==> src/rtl/ram_fifo_ctrl.sv <==
// FIFO controller in front of a single-port RAM: multiplexes push writes and refill reads
// onto one RAM access per cycle, and keeps the head word in a registered output slot.
module ram_fifo_ctrl #(
  parameter int unsigned WIDTH = 16,
  parameter int unsigned AW    = 3
) (
  input  logic             clk,
  input  logic             rst,
  input  logic             wr_valid,
  output logic             wr_ready,
  input  logic [WIDTH-1:0] wr_data,
  output logic             rd_valid,
  input  logic             rd_ready,
  output logic [WIDTH-1:0] rd_data,
  output logic [AW-1:0]    ram_addr,
  output logic             ram_we,
  output logic [WIDTH-1:0] ram_wdata,
  input  logic [WIDTH-1:0] ram_rdata,
  output logic [AW:0]      count,
  output logic             full,
  output logic             empty
);

  localparam logic [AW:0] Depth = (AW+1)'(2 ** AW);

  logic [AW-1:0]    wr_ptr_q, wr_ptr_d;
  logic [AW-1:0]    rd_ptr_q, rd_ptr_d;
  logic [AW:0]      mem_count_q, mem_count_d;
  logic             last_rd_q, last_rd_d;
  logic             rd_valid_q, rd_valid_d;
  logic [WIDTH-1:0] rd_data_q, rd_data_d;

  logic slot_free;
  logic grant_rd;
  logic do_wr;

  // Arbitration uses only registered state and rd_ready, so wr_ready never depends on wr_valid.
  // While the output slot streams, last_rd forces reads and writes to alternate.
  always_comb begin
    slot_free = !rd_valid_q || rd_ready;
    grant_rd  = (mem_count_q != '0) && slot_free && (!rd_valid_q || !last_rd_q);
    wr_ready  = (mem_count_q != Depth) && !grant_rd;
    do_wr     = wr_valid && wr_ready;
    ram_addr  = grant_rd ? rd_ptr_q : wr_ptr_q;
    ram_we    = do_wr;
    ram_wdata = wr_data;
  end

  always_comb begin
    wr_ptr_d    = wr_ptr_q;
    rd_ptr_d    = rd_ptr_q;
    mem_count_d = mem_count_q;
    rd_valid_d  = rd_valid_q;
    rd_data_d   = rd_data_q;
    last_rd_d   = grant_rd;

    if (do_wr) begin
      wr_ptr_d    = wr_ptr_q + 1'b1;
      mem_count_d = mem_count_q + 1'b1;
    end

    if (grant_rd) begin
      rd_data_d   = ram_rdata;
      rd_valid_d  = 1'b1;
      rd_ptr_d    = rd_ptr_q + 1'b1;
      mem_count_d = mem_count_q - 1'b1;
    end else if (rd_valid_q && rd_ready) begin
      rd_valid_d = 1'b0;
    end
  end

  always_ff @(posedge clk) begin
    if (rst) begin
      wr_ptr_q    <= '0;
      rd_ptr_q    <= '0;
      mem_count_q <= '0;
      last_rd_q   <= 1'b0;
      rd_valid_q  <= 1'b0;
      rd_data_q   <= '0;
    end else begin
      wr_ptr_q    <= wr_ptr_d;
      rd_ptr_q    <= rd_ptr_d;
      mem_count_q <= mem_count_d;
      last_rd_q   <= last_rd_d;
      rd_valid_q  <= rd_valid_d;
      rd_data_q   <= rd_data_d;
    end
  end

  assign rd_valid = rd_valid_q;
  assign rd_data  = rd_data_q;
  assign count    = mem_count_q + (AW+1)'(rd_valid_q);
  assign full     = (mem_count_q == Depth);
  assign empty    = (count == '0);

endmodule
==> config.mk <==
export PLATFORM = sky130hd
export DESIGN_NAME = ram_fifo_ctrl
export DESIGN_NICKNAME = d
export VERILOG_FILES = /design/src/rtl/ram_fifo_ctrl.sv
export SDC_FILE = /design/constraint.sdc
export NUM_CORES = 1
export LEC_CHECK = 0
export CAP_MARGIN = 30
export CORE_ASPECT_RATIO = 0.5
export CORE_MARGIN = 3
export CORE_UTILIZATION = 41
export CTS_CLUSTER_DIAMETER = 30
export DETAILED_ROUTE_END_ITERATION = 7
export GPL_ROUTABILITY_DRIVEN = 0
export PLACE_DENSITY = 0.89
export SLEW_MARGIN = 20
export SYNTH_ARGS = -nofsm -noshare
export SYNTH_HDL_FRONTEND = slang
export SYNTH_SLANG_ARGS = --single-unit
==> constraint.sdc <==
create_clock -name clk -period 5.7 [get_ports clk]
set_input_delay 1.14 -clock clk [delete_from_list [all_inputs] [get_ports clk]]
set_output_delay 1.14 -clock clk [all_outputs]
set_load 0.005 [all_outputs]
# == After elaboration in Yosys (flattened, before gate mapping) ==
# Index checks and enable logic that the tools add are counted.
# op_classes
addsub,5
eq_ne,2
muxes,5
n_reduce_logical,14
# ops
cell,n
4-bit 2-to-1 mux,2
"3-bit by 1-bit adder with 3-bit output, second input constant",2
1-bit logical AND,5
4-bit by 1-bit adder with 4-bit output,1
"4-bit by 1-bit adder with 4-bit output, second input constant",1
"4-bit == test, second input constant",1
4-bit logical NOT,1
"4-bit inequality test, second input constant",1
2-bit nonzero test,2
4-bit nonzero test,1
"4-bit by 1-bit subtractor with 4-bit output, second input constant",1
1-bit logical NOT,3
3-bit 2-to-1 mux,1
1-bit logical OR,2
1-bit 2-to-1 mux,2
# word_totals
register_bits,28
inputBits,36
output_inout_bits,44
wordCells,32

# == Longest topological paths before layout ==
# Gate-level depths: netlist (run 1).
# logic_depth
word_depth,9
ltp_mapped,8

# == Worst setup path after synthesis (run 1) ==
# Ideal clock, no wire load.
# synth_path
path_type,in2out
startpoint,in rd_ready
endpoint,out ram_addr[0]
t_arrival_ns,1.995
slack_ns,2.565
cell_stages,4
cell_sequence,nand2b_1 buf_2 a21oi_2 mux2_2
# synth_between
elab_chain_len,4
# synth_rtl
item,line_no,rtl
start: declaration,13,"input logic rd_ready,"
1-bit logical OR,40,slot_free = !rd_valid_q || rd_ready;
1-bit logical AND (2 in a row),41,grant_rd = (mem_count_q != '0) && slot_free && (!rd_valid_q || !last_rd_q);
3-bit 2-to-1 mux,44,ram_addr = grant_rd ? rd_ptr_q : wr_ptr_q;
end: declaration,15,"output logic [AW-1:0] ram_addr,"
# Every way passes these cells.

# == Worst setup path after layout (run 1) ==
# Ends and elaborated chain as after synthesis.

==> metrics.cfg, run 1 <==
[status]
status=completed

[floorplanning]
die_h_um=48.1
die-area_um2=4330
io_pins=80
design.core.area_um2=3190
initial_core_util=0.455
num_rows=14
dieWidth_um=90.1

[route]
wirelength_um=3070
drcViolationCount=0
drt_first_iter_violations=45
drt-pass1-iter-count=4
antenna_left=0
wl_per_cell_um=13.5
via_per_inst=4.93
vias=1119

[setup_path]
slowest_delay_ns=0.60
worstPathRequired_ns=4.56
worst_setup_path_end_kind=primary output
cp_cell_sequence=clkdlybuf4s50_1, nand2b_1, a21oi_2, mux2_2, clkdlybuf4s50_1
start_kind=primary input
critPathArrivalTime_ns=3.31
reg2reg_slack_ns=3.60
cp_slowest_cell=a21oi_2
cpMostUsedCell=clkdlybuf4s50_1
crit_family=buffers and inverters
crit_type=primary input to primary output
worst-path-buf-inv=2
worst-path-max-fanout=10

[global_routing]
met3_usage=0.0440
met1_usage=0.171
top_usage_layer=met2
grt_antenna_before_repair=0
track_usage=0.147
grt_pass1_wl_um=4950
grt_pass1_vias=1000
grt-ovfl-total=0
met2_usage=0.265
grt_max_degree=23

[synthesis]
ys_seq_area_frac=0.387
synth_warnings=0
synth.avg_cell_area_um2=9.60
synth.top_cells.by_area=dfxtp_1, mux2i_1, buf_4, nor2_1, ha_1
synth_cell_types=40
synth_area_leader_cell=dfxtp_1
netlist_instances=151
synth_area_um2=1450
ys_ff_latch=28
synth_edf_count=0
synth_top_area_frac=0.387
synth_fp_nets=192
async_flop_share=0
synth_flop_cell=dfxtp_1

[sta]
finalMaxSlewViolations=0
setup_viol=0
max_slew_margin=0.559
worst_clock_skew_ns=0.00190
min_period_over_period=0.781
hold_violations=0
period_minus_slack_ns=4.45
fin_setup_tns_ns=0
max_freq_mhz=225
grt_setup_unrepaired=no
worst_slew_pin_slew_ns=0.661

[final_layout]
areaGrowthSynthToFinish_pct=32.0
fill_cells=269
diodes=0
fin_cells=227
final-seq-area_um2=561
multi_input_area_um2=706
design_area_um2=1910
mostFrequentLayoutCell=clkdlybuf4s50_1
layout.nets=221
mostFrequentLayoutCells=clkdlybuf4s50_1, dfxtp_1, nor2_1, mux2i_1, a21oi_1
drive_above_1_share=0.101

[power_and_ir_drop]
power_uw=969
peakVddDrop_uv=213
power.density_nw_per_um2=506
p_leak_uw=0.000762

[clock_tree]
cts_resized=0
root_buffer=clkbuf_8
clock_sink_count=28
clkLatencyLatePin_ns=0.29
clk_path_buf_depth=2
htreeDepth=1
clk_pin_slew_ns=0.10
tritoncts=yes
postCtsHoldBufs=0
cts_buffers=3
post-cts-setup-buffer-count=0

[place]
dp_hpwl_um=2360
port_buffers=47
placed_area_um2=1840
placedCellCount=223

[hold_path]
hp-class=flop to flop

[job]
drv_cap=0

[logic make-up after synthesis]
| logic type | Yosys count | share of synthesized area |
|---|---|---|
| multiplexers | 21 | 0.148 |
| buffers and inverters | 28 | 0.127 |
| XOR/XNOR | 4 | 0.0242 |
| AO/OA/AOI/OAI | 17 | 0.0915 |
| AND/OR/NAND/NOR | 48 | 0.180 |
| adder cells (fa/ha/maj) | 5 | 0.0431 |
| flip-flops | 28 | 0.387 |
[stage by stage]
step / hold slack (ns) / util / setup WS, ns
final: 0.495 / 0.600 / 1.25
after CTS: 0.499 / 0.600 / 1.23
after detailed placement: 0.482 / 0.578 / 1.23
after global placement: 0.473 / 0.569 / 1.34
after floorplan: 0.451 / - / 2.57
after global routing: 0.533 / 0.600 / 1.11
[metal layers]
metal,vias to the layer above,part of all wire
li1,561,-
met1,510,0.41
met2,34,0.51
met3,14,0.059
met4,0,0.024
met5,-,0
[where the power goes]
part	internal [uW]	total, uW	switching, uW
sequential	256	314	57.7
clock	94.3	161	66.9
combinational	287	494	207
total	638	969	331
[area by class of cell]
class,count,area share
repair buffers,49,0.264
inverters,3,0.00588
clock inverters,1,0.0157
flip-flops and latches,28,0.293
clock buffers,3,0.0216
multi-input cells,95,0.369
well taps,48,0.0314
[cell usage after synthesis, types with 2 or more instances]
library cell and number:
o21ai_0 3, and2_1 2, mux2i_1 18, nand3b_1 2
nand2b_1 3, a21oi_1 6, dfxtp_1 28, ha_1 5
nor2_1 21, inv_1 2, mux2_2 3, clkbuf_1 2
buf_4 18, nor3_1 3, xnor2_1 3, nand4_1 2
nand2_1 5, buf_2 3
[worst min-delay path: cells and delay by family (launching register included)]
| family | cells | cell delay, ns |
|---|---|---|
| AO/OA/AOI/OAI | 1 | 0.05 |
| flip-flops | 1 | 0.34 |
| AND/OR/NAND/NOR | 1 | 0.06 |
[flip-flops by register name, indices dropped and copies added (netlist names)]
name         cells
last_rd_q        1
wr_ptr_q         3
rd_ptr_q         3
mem_count_q      4
rd_valid         1
rd_data         16
[path summary, 6_finish.rpt]
path / from / to / cells after the start
setup reg to reg: last_rd_q$_SDFF_PP0_ / mem_count_q[1]$_SDFFE_PP0P_ / 5
hold / removal: wr_ptr_q[1]$_SDFFE_PP0P_ / wr_ptr_q[1]$_SDFFE_PP0P_ / 2
setup / recovery: rd_ready / ram_addr[0] / 5
hold reg to reg: wr_ptr_q[1]$_SDFFE_PP0P_ / wr_ptr_q[1]$_SDFFE_PP0P_ / 2
No activity file was read; power rests on OpenSTA's default activity.
==> inputs of run 2 (changes only) <==
- CORE_UTILIZATION: 41 -> 38
- PLACE_DENSITY: 0.89 -> 0.84
- clock period: 5.7 -> 4.55 ns (I/O delays scaled with it)
==> run 2 against run 1 <==
Compared with the run above:
- total power up 27%
- final cell count is 1.8% higher
- via count increased by 1.3%
- sequential cell count is the same
- worst setup slack worse by 0.35 ns
- clock power grew 21%
- first-iteration DRC count is 42% higher
- register-to-register slack worse by 1.2 ns
- sequential share of layout area decreased by 0.28 points
- count of clock-buffer cells in the layout unchanged
- global-route usage is 0.30 points lower
- critical endpoint is now ram_addr[2]
- critical path type unchanged
- hold slack better by 0.0082 ns
==> metrics.cfg, run 2 (synthesis results as in run 1) <==
[floorplanning]
io_pins=80  ; unchanged
die_h_um=49.7  ; was 48.1 um
num_rows=15  ; was 14
design.core.area_um2=3550  ; was 3190 um2
die-area_um2=4640  ; was 4330 um2
dieWidth_um=93.4  ; was 90.1 um
initial_core_util=0.409  ; was 0.455

[global_routing]
grt_pass1_wl_um=5400  ; was 4950 um
track_usage=0.144  ; was 0.147
grt_max_degree=22  ; was 23
grt-ovfl-total=0  ; unchanged
grt_antenna_before_repair=0  ; unchanged
grt_pass1_vias=1113  ; was 1000

[hold_path]
worst_hold_path.num_cells=2  ; unchanged
holdCritStartpoint=rd_data[14]$_SDFFE_PP0P_  ; was wr_ptr_q[1]$_SDFFE_PP0P_
holdPathEnd=rd_data[14]$_SDFFE_PP0P_  ; was wr_ptr_q[1]$_SDFFE_PP0P_
hp-class=flop to flop  ; unchanged

[power_and_ir_drop]
peakVddDrop_uv=204  ; was 213 uV
seqPwrFrac=0.322  ; was 0.324
p_leak_uw=0.000769  ; was 0.000762 uW
power.share.switching=0.342  ; about the same
clkPwrFrac=0.159  ; was 0.166
p_sw_uw=420  ; was 331 uW
comb_power_share=0.518  ; was 0.510
internal_power_uw=808  ; was 638 uW
power.density_nw_per_um2=635  ; was 506 nW/um2

[sta]
fin_setup_tns_ns=0  ; unchanged
period_minus_slack_ns=3.65
hold_violations=0  ; unchanged
layout_setup_ws_ns=0.901  ; was 1.25 ns
worst_slew_pin_slew_ns=0.531  ; was 0.661 ns
min_period_over_period=0.802
worst_clock_skew_ns=0.00349  ; was 0.00190 ns
grt_setup_unrepaired=no  ; unchanged
finalMaxSlewViolations=0  ; unchanged
max_slew_margin=0.645  ; was 0.559
setup_viol=0  ; unchanged
max_freq_mhz=274

[route]
via_per_inst=4.91  ; was 4.93
met3WireLength_um=175  ; was 181 um
antenna_left=0  ; unchanged
drcViolationCount=0  ; unchanged
wl_met1_um=1380  ; was 1250 um
drt_first_iter_violations=64  ; was 45
drt-pass1-iter-count=4  ; unchanged
wirelength_um=3240  ; was 3070 um
vias=1134  ; was 1119
wl_met2_um=1580  ; was 1560 um
highest_layer=met4  ; unchanged
wl_per_cell_um=14.0  ; was 13.5 um

[status]
status=completed  ; unchanged

[setup_path]
slowest_delay_ns=0.48  ; was 0.60 ns
worst_setup_path_end_kind=primary output  ; unchanged
cp_slowest_cell=clkdlybuf4s50_1  ; was a21oi_2
cpMostUsedCell=clkdlybuf4s50_1  ; unchanged
worst-path-max-fanout=8  ; was 10
reg2reg_slack_ns=2.44  ; was 3.60 ns
cp_cell_sequence=clkdlybuf4s50_1, nand2b_1, a21oi_4, mux2_2, clkdlybuf4s50_1  ; was clkdlybuf4s50_1, nand2b_1, a21oi_2, mux2_2, clkdlybuf4s50_1
reg2regPathDepth=6  ; was 5
crit_type=primary input to primary output  ; unchanged
r2r-start=last_rd_q$_SDFF_PP0_  ; unchanged
worst-path-buf-inv=2  ; unchanged
start_kind=primary input  ; unchanged
crit_family=buffers and inverters  ; unchanged
critPathArrivalTime_ns=2.74  ; was 3.31 ns
worstPathRequired_ns=3.64  ; was 4.56 ns
r2r_end=mem_count_q[2]$_SDFFE_PP0P_  ; was mem_count_q[1]$_SDFFE_PP0P_

[place]
port_buffers=47  ; unchanged
pre_cts_ws_ns=0.908  ; was 1.23 ns
dp_hpwl_um=2450  ; was 2360 um

[clock_tree]
clk_pin_slew_ns=0.09  ; was 0.10 ns
clkLatencyLatePin_ns=0.27  ; was 0.29 ns
clock_sink_count=28  ; unchanged
postCtsHoldBufs=0  ; unchanged
post-cts-setup-buffer-count=0  ; unchanged
clk_path_buf_depth=2  ; unchanged
root_buffer=clkbuf_8  ; unchanged
htreeDepth=1  ; unchanged
cts_resized=0  ; unchanged
cts_buffers=3  ; unchanged
tritoncts=yes  ; unchanged

[final_layout]
largest_reg_flops=16  ; unchanged
areaGrowthSynthToFinish_pct=33.3  ; was 32.0%
mostFrequentLayoutCell=clkdlybuf4s50_1  ; unchanged
mostFrequentLayoutCells=clkdlybuf4s50_1, dfxtp_1, nor2_1, mux2i_1, a21oi_1  ; unchanged
diodes=0  ; unchanged
drive_above_1_share=0.106  ; was 0.101
layout.nets=222  ; was 221

[job]
drv_cap=0  ; unchanged

-- run 2: power groups by stage --
stage	sequential [uW]	combinational, uW	clock, uW
finish	396	637	195
floorplan	373	412	0
global placement	396	615	0
global route	409	701	214
detailed placement	400	638	0
CTS	395	645	202
-- run 2: layout make-up --
type | instances | area (um2)
Clock buffer | 3 | 41.3
Inverter | 3 | 11.3
Multi-Input combinational cell | 95 | 713
Timing Repair Buffer | 50 | 513
Fill cell | 305 | 1610
Sequential cell | 28 | 561
Tap cell | 51 | 63.8
Clock inverter | 1 | 30.0
-- run 2: worst register-to-register path, stage by stage, from the launching register on --
cell	delay, ns
dfxtp_1	0.31
nand2b_1	0.30
a211oi_1	0.46
a31o_2	0.17
ha_1	0.21
or4b_1	0.46
o311ai_1	0.11
-- run 2: worst max-delay path by stage --
stage                     slack, ns  cells after the start  startpoint     endpoint
after detailed placement       0.91                      5    rd_ready  ram_addr[2]
final                          0.90                      5    rd_ready  ram_addr[2]
after global placement         0.95                      5    rd_ready  ram_addr[2]
after floorplan                1.88                      4    rd_ready  ram_addr[0]
after global routing           0.83                      5    rd_ready  ram_addr[2]
after CTS                      0.89                      5    rd_ready  ram_addr[2]
-- run 2: through the flow --
stage	cells	cell area [um2]	total power [uW]	hold WS (ns)	utilization
3_3_place_gp	226	1830	1010	0.474	0.517
2_1_floorplan	151	1450	784	0.451	-
4_1_cts	231	1930	1240	0.508	0.545
6_report	231	1930	1230	0.504	0.545
5_1_grt	231	1930	1320	0.528	0.545
3_5_place_dp	227	1860	1040	0.483	0.525
-- run 2: per-layer routing --
layer,vias to the layer above,global-route usage
li1,561,-
met1,529,0.167
met2,28,0.253
met3,16,0.0396
met4,0,0.0560
met5,-,0
==> inputs of run 3 (changes only) <==
- CORE_UTILIZATION: 38 -> 35
- PLACE_DENSITY: 0.84 -> 0.82
- clock period: 4.55 -> 3.35 ns (I/O delays scaled with it)
==> run 3 against run 2 <==
Compared with the run above:
- total power increased by 31%
- final cell count is 0.43% higher
- clock power increased by 8%
- critical path depth did not move
- core utilization is 3.0 points lower
- count of clock-buffer cells in the layout rose by 1
- die area up 7.8%
- design area fell by 1.5%
- register-to-register slack got worse by 1.2 ns
- first-iteration DRC count decreased by 56%
- critical path type unchanged
- critical endpoint is now ram_addr[0]
- largest cell class unchanged
==> metrics.cfg, run 3 (synthesis results as in run 1) <==
[setup_path]
cp_slowest_cell=clkdlybuf4s50_1  ; unchanged
critPathArrivalTime_ns=2.29  ; was 2.74 ns
worstPathRequired_ns=2.68  ; was 3.64 ns
path_depth=5  ; unchanged
cp_cell_sequence=clkdlybuf4s50_1, nand2b_1, a21oi_4, mux2_2, clkdlybuf4s50_1  ; unchanged
cpMostUsedCell=clkdlybuf4s50_1  ; unchanged
reg2regPathDepth=6  ; unchanged
crit_family=buffers and inverters  ; unchanged
start_kind=primary input  ; unchanged
worst_setup_path_end_kind=primary output  ; unchanged
crit_type=primary input to primary output  ; unchanged
worst-path-max-fanout=5  ; was 8
slowest_delay_ns=0.47  ; was 0.48 ns
worst-path-buf-inv=2  ; unchanged

[power_and_ir_drop]
p_leak_uw=0.000759  ; was 0.000769 uW
clkPwrFrac=0.130  ; was 0.159
power.share.switching=0.352  ; was 0.342
seqPwrFrac=0.335  ; was 0.322
p_sw_uw=568  ; was 420 uW
internal_power_uw=1040  ; was 808 uW
power.density_nw_per_um2=846  ; was 635 nW/um2
peakVddDrop_uv=285  ; was 204 uV
comb_power_share=0.535  ; was 0.518

[final_layout]
mostFrequentLayoutCells=clkdlybuf4s50_1, dfxtp_1, nor2_1, mux2i_1, a21oi_1  ; unchanged
largest_reg_flops=16  ; unchanged
areaGrowthSynthToFinish_pct=31.3  ; was 33.3%
mostFrequentLayoutCell=clkdlybuf4s50_1  ; unchanged
layout.nets=223  ; was 222
diodes=0  ; unchanged
drive_above_1_share=0.110  ; was 0.106

[clock_tree]
clkLatencyLatePin_ns=0.27  ; about the same
clock_sink_count=28  ; unchanged
root_buffer=clkbuf_8  ; unchanged
cts_resized=0  ; unchanged
post-cts-setup-buffer-count=0  ; unchanged
htreeDepth=1  ; unchanged
clk_pin_slew_ns=0.10  ; was 0.09 ns
cts_buffers=3  ; unchanged
tritoncts=yes  ; unchanged
clk_path_buf_depth=2  ; unchanged
postCtsHoldBufs=0  ; unchanged

[job]
drv_cap=0  ; unchanged

[sta]
hold_ws_ns=0.502  ; was 0.504 ns
fin_setup_tns_ns=0  ; unchanged
finalMaxSlewViolations=0  ; unchanged
worst_slew_pin_slew_ns=0.654  ; was 0.531 ns
setup_viol=0  ; unchanged
min_period_over_period=0.882
hold_violations=0  ; unchanged
worst_clock_skew_ns=0.00470  ; was 0.00349 ns
max_slew_margin=0.563  ; was 0.645
grt_setup_unrepaired=no  ; unchanged
period_minus_slack_ns=2.96
max_freq_mhz=338

[floorplanning]
io_pins=80  ; unchanged
dieWidth_um=97.0  ; was 93.4 um
die-area_um2=5000  ; was 4640 um2
initial_core_util=0.392  ; was 0.409
design.core.area_um2=3700  ; was 3550 um2
num_rows=15  ; unchanged
die_h_um=51.5  ; was 49.7 um

[hold_path]
hp-class=flop to flop  ; unchanged
worst_hold_path.num_cells=2  ; unchanged

[global_routing]
grt_max_degree=19  ; was 22
track_usage=0.125  ; was 0.144
grt-ovfl-total=0  ; unchanged
top_usage_layer=met2  ; unchanged
grt_pass1_vias=1153  ; was 1113
met1_usage=0.145  ; was 0.167
met2_usage=0.221  ; was 0.253
grt_antenna_before_repair=0  ; unchanged
grt_pass1_wl_um=5200  ; was 5400 um
met3_usage=0.0228  ; was 0.0396

[route]
via_per_inst=5.04  ; was 4.91
vias=1170  ; was 1134
antenna_left=0  ; unchanged
drcViolationCount=0  ; unchanged
drt-pass1-iter-count=4  ; unchanged
wl_per_cell_um=13.6  ; was 14.0 um
drt_first_iter_violations=28  ; was 64
wirelength_um=3150  ; was 3240 um

[place]
port_buffers=47  ; unchanged
dp_hpwl_um=2420  ; was 2450 um

[status]
status=completed  ; unchanged

[run 3: per-stage QoR]
step | utilization | std cells | area [um2] | power, uW | worst slack (ns)
global route | 0.515 | 232 | 1900 | 1730 | 0.322
finish | 0.515 | 232 | 1900 | 1610 | 0.395
CTS | 0.515 | 232 | 1900 | 1630 | 0.393
floorplan | - | 151 | 1450 | 1070 | 1.16
detailed placement | 0.500 | 228 | 1850 | 1410 | 0.395
global placement | 0.500 | 228 | 1850 | 1390 | 0.405
[run 3: tightest hold or removal path, delay by kind of cell, from the launching register on]
family,cells,cell delay [ns]
AOI/OAI and AO/OA,1,0.06
DFF,1,0.35
and+or+nand+nor,1,0.06
[run 3: worst paths after layout]
kind | from | to | slack, ns
worst max-delay path | rd_ready | ram_addr[0] | 0.39
worst min-delay path | wr_ptr_q[1]$_SDFFE_PP0P_ | wr_ptr_q[1]$_SDFFE_PP0P_ | 0.50
worst min register to register | wr_ptr_q[1]$_SDFFE_PP0P_ | wr_ptr_q[1]$_SDFFE_PP0P_ | 0.50
worst max register to register | mem_count_q[2]$_SDFFE_PP0P_ | mem_count_q[2]$_SDFFE_PP0P_ | 1.29
[run 3: routing by layer]
layer | wire [um] | vias up
li1 | - | 560
met1 | 1340 | 554
met2 | 1550 | 34
met3 | 138 | 22
met4 | 121 | 0
met5 | 0 | -
[run 3: final cells by class]
class,count,area [um2]
Timing Repair Buffer,51,500
Fill cell,338,1790
Tap cell,51,63.8
Multi-Input combinational cell,95,713
Inverter,3,11.3
Sequential cell,28,561
Clock buffer,4,55.1
[run 3: power by group through the flow]
| stage | registers (uW) | logic [uW] | clock network, uW |
|---|---|---|---|
| global placement | 539 | 848 | 0 |
| CTS | 538 | 870 | 219 |
| detailed placement | 545 | 863 | 0 |
| finish | 540 | 861 | 210 |
| floorplan | 506 | 559 | 0 |
| global route | 558 | 945 | 232 |
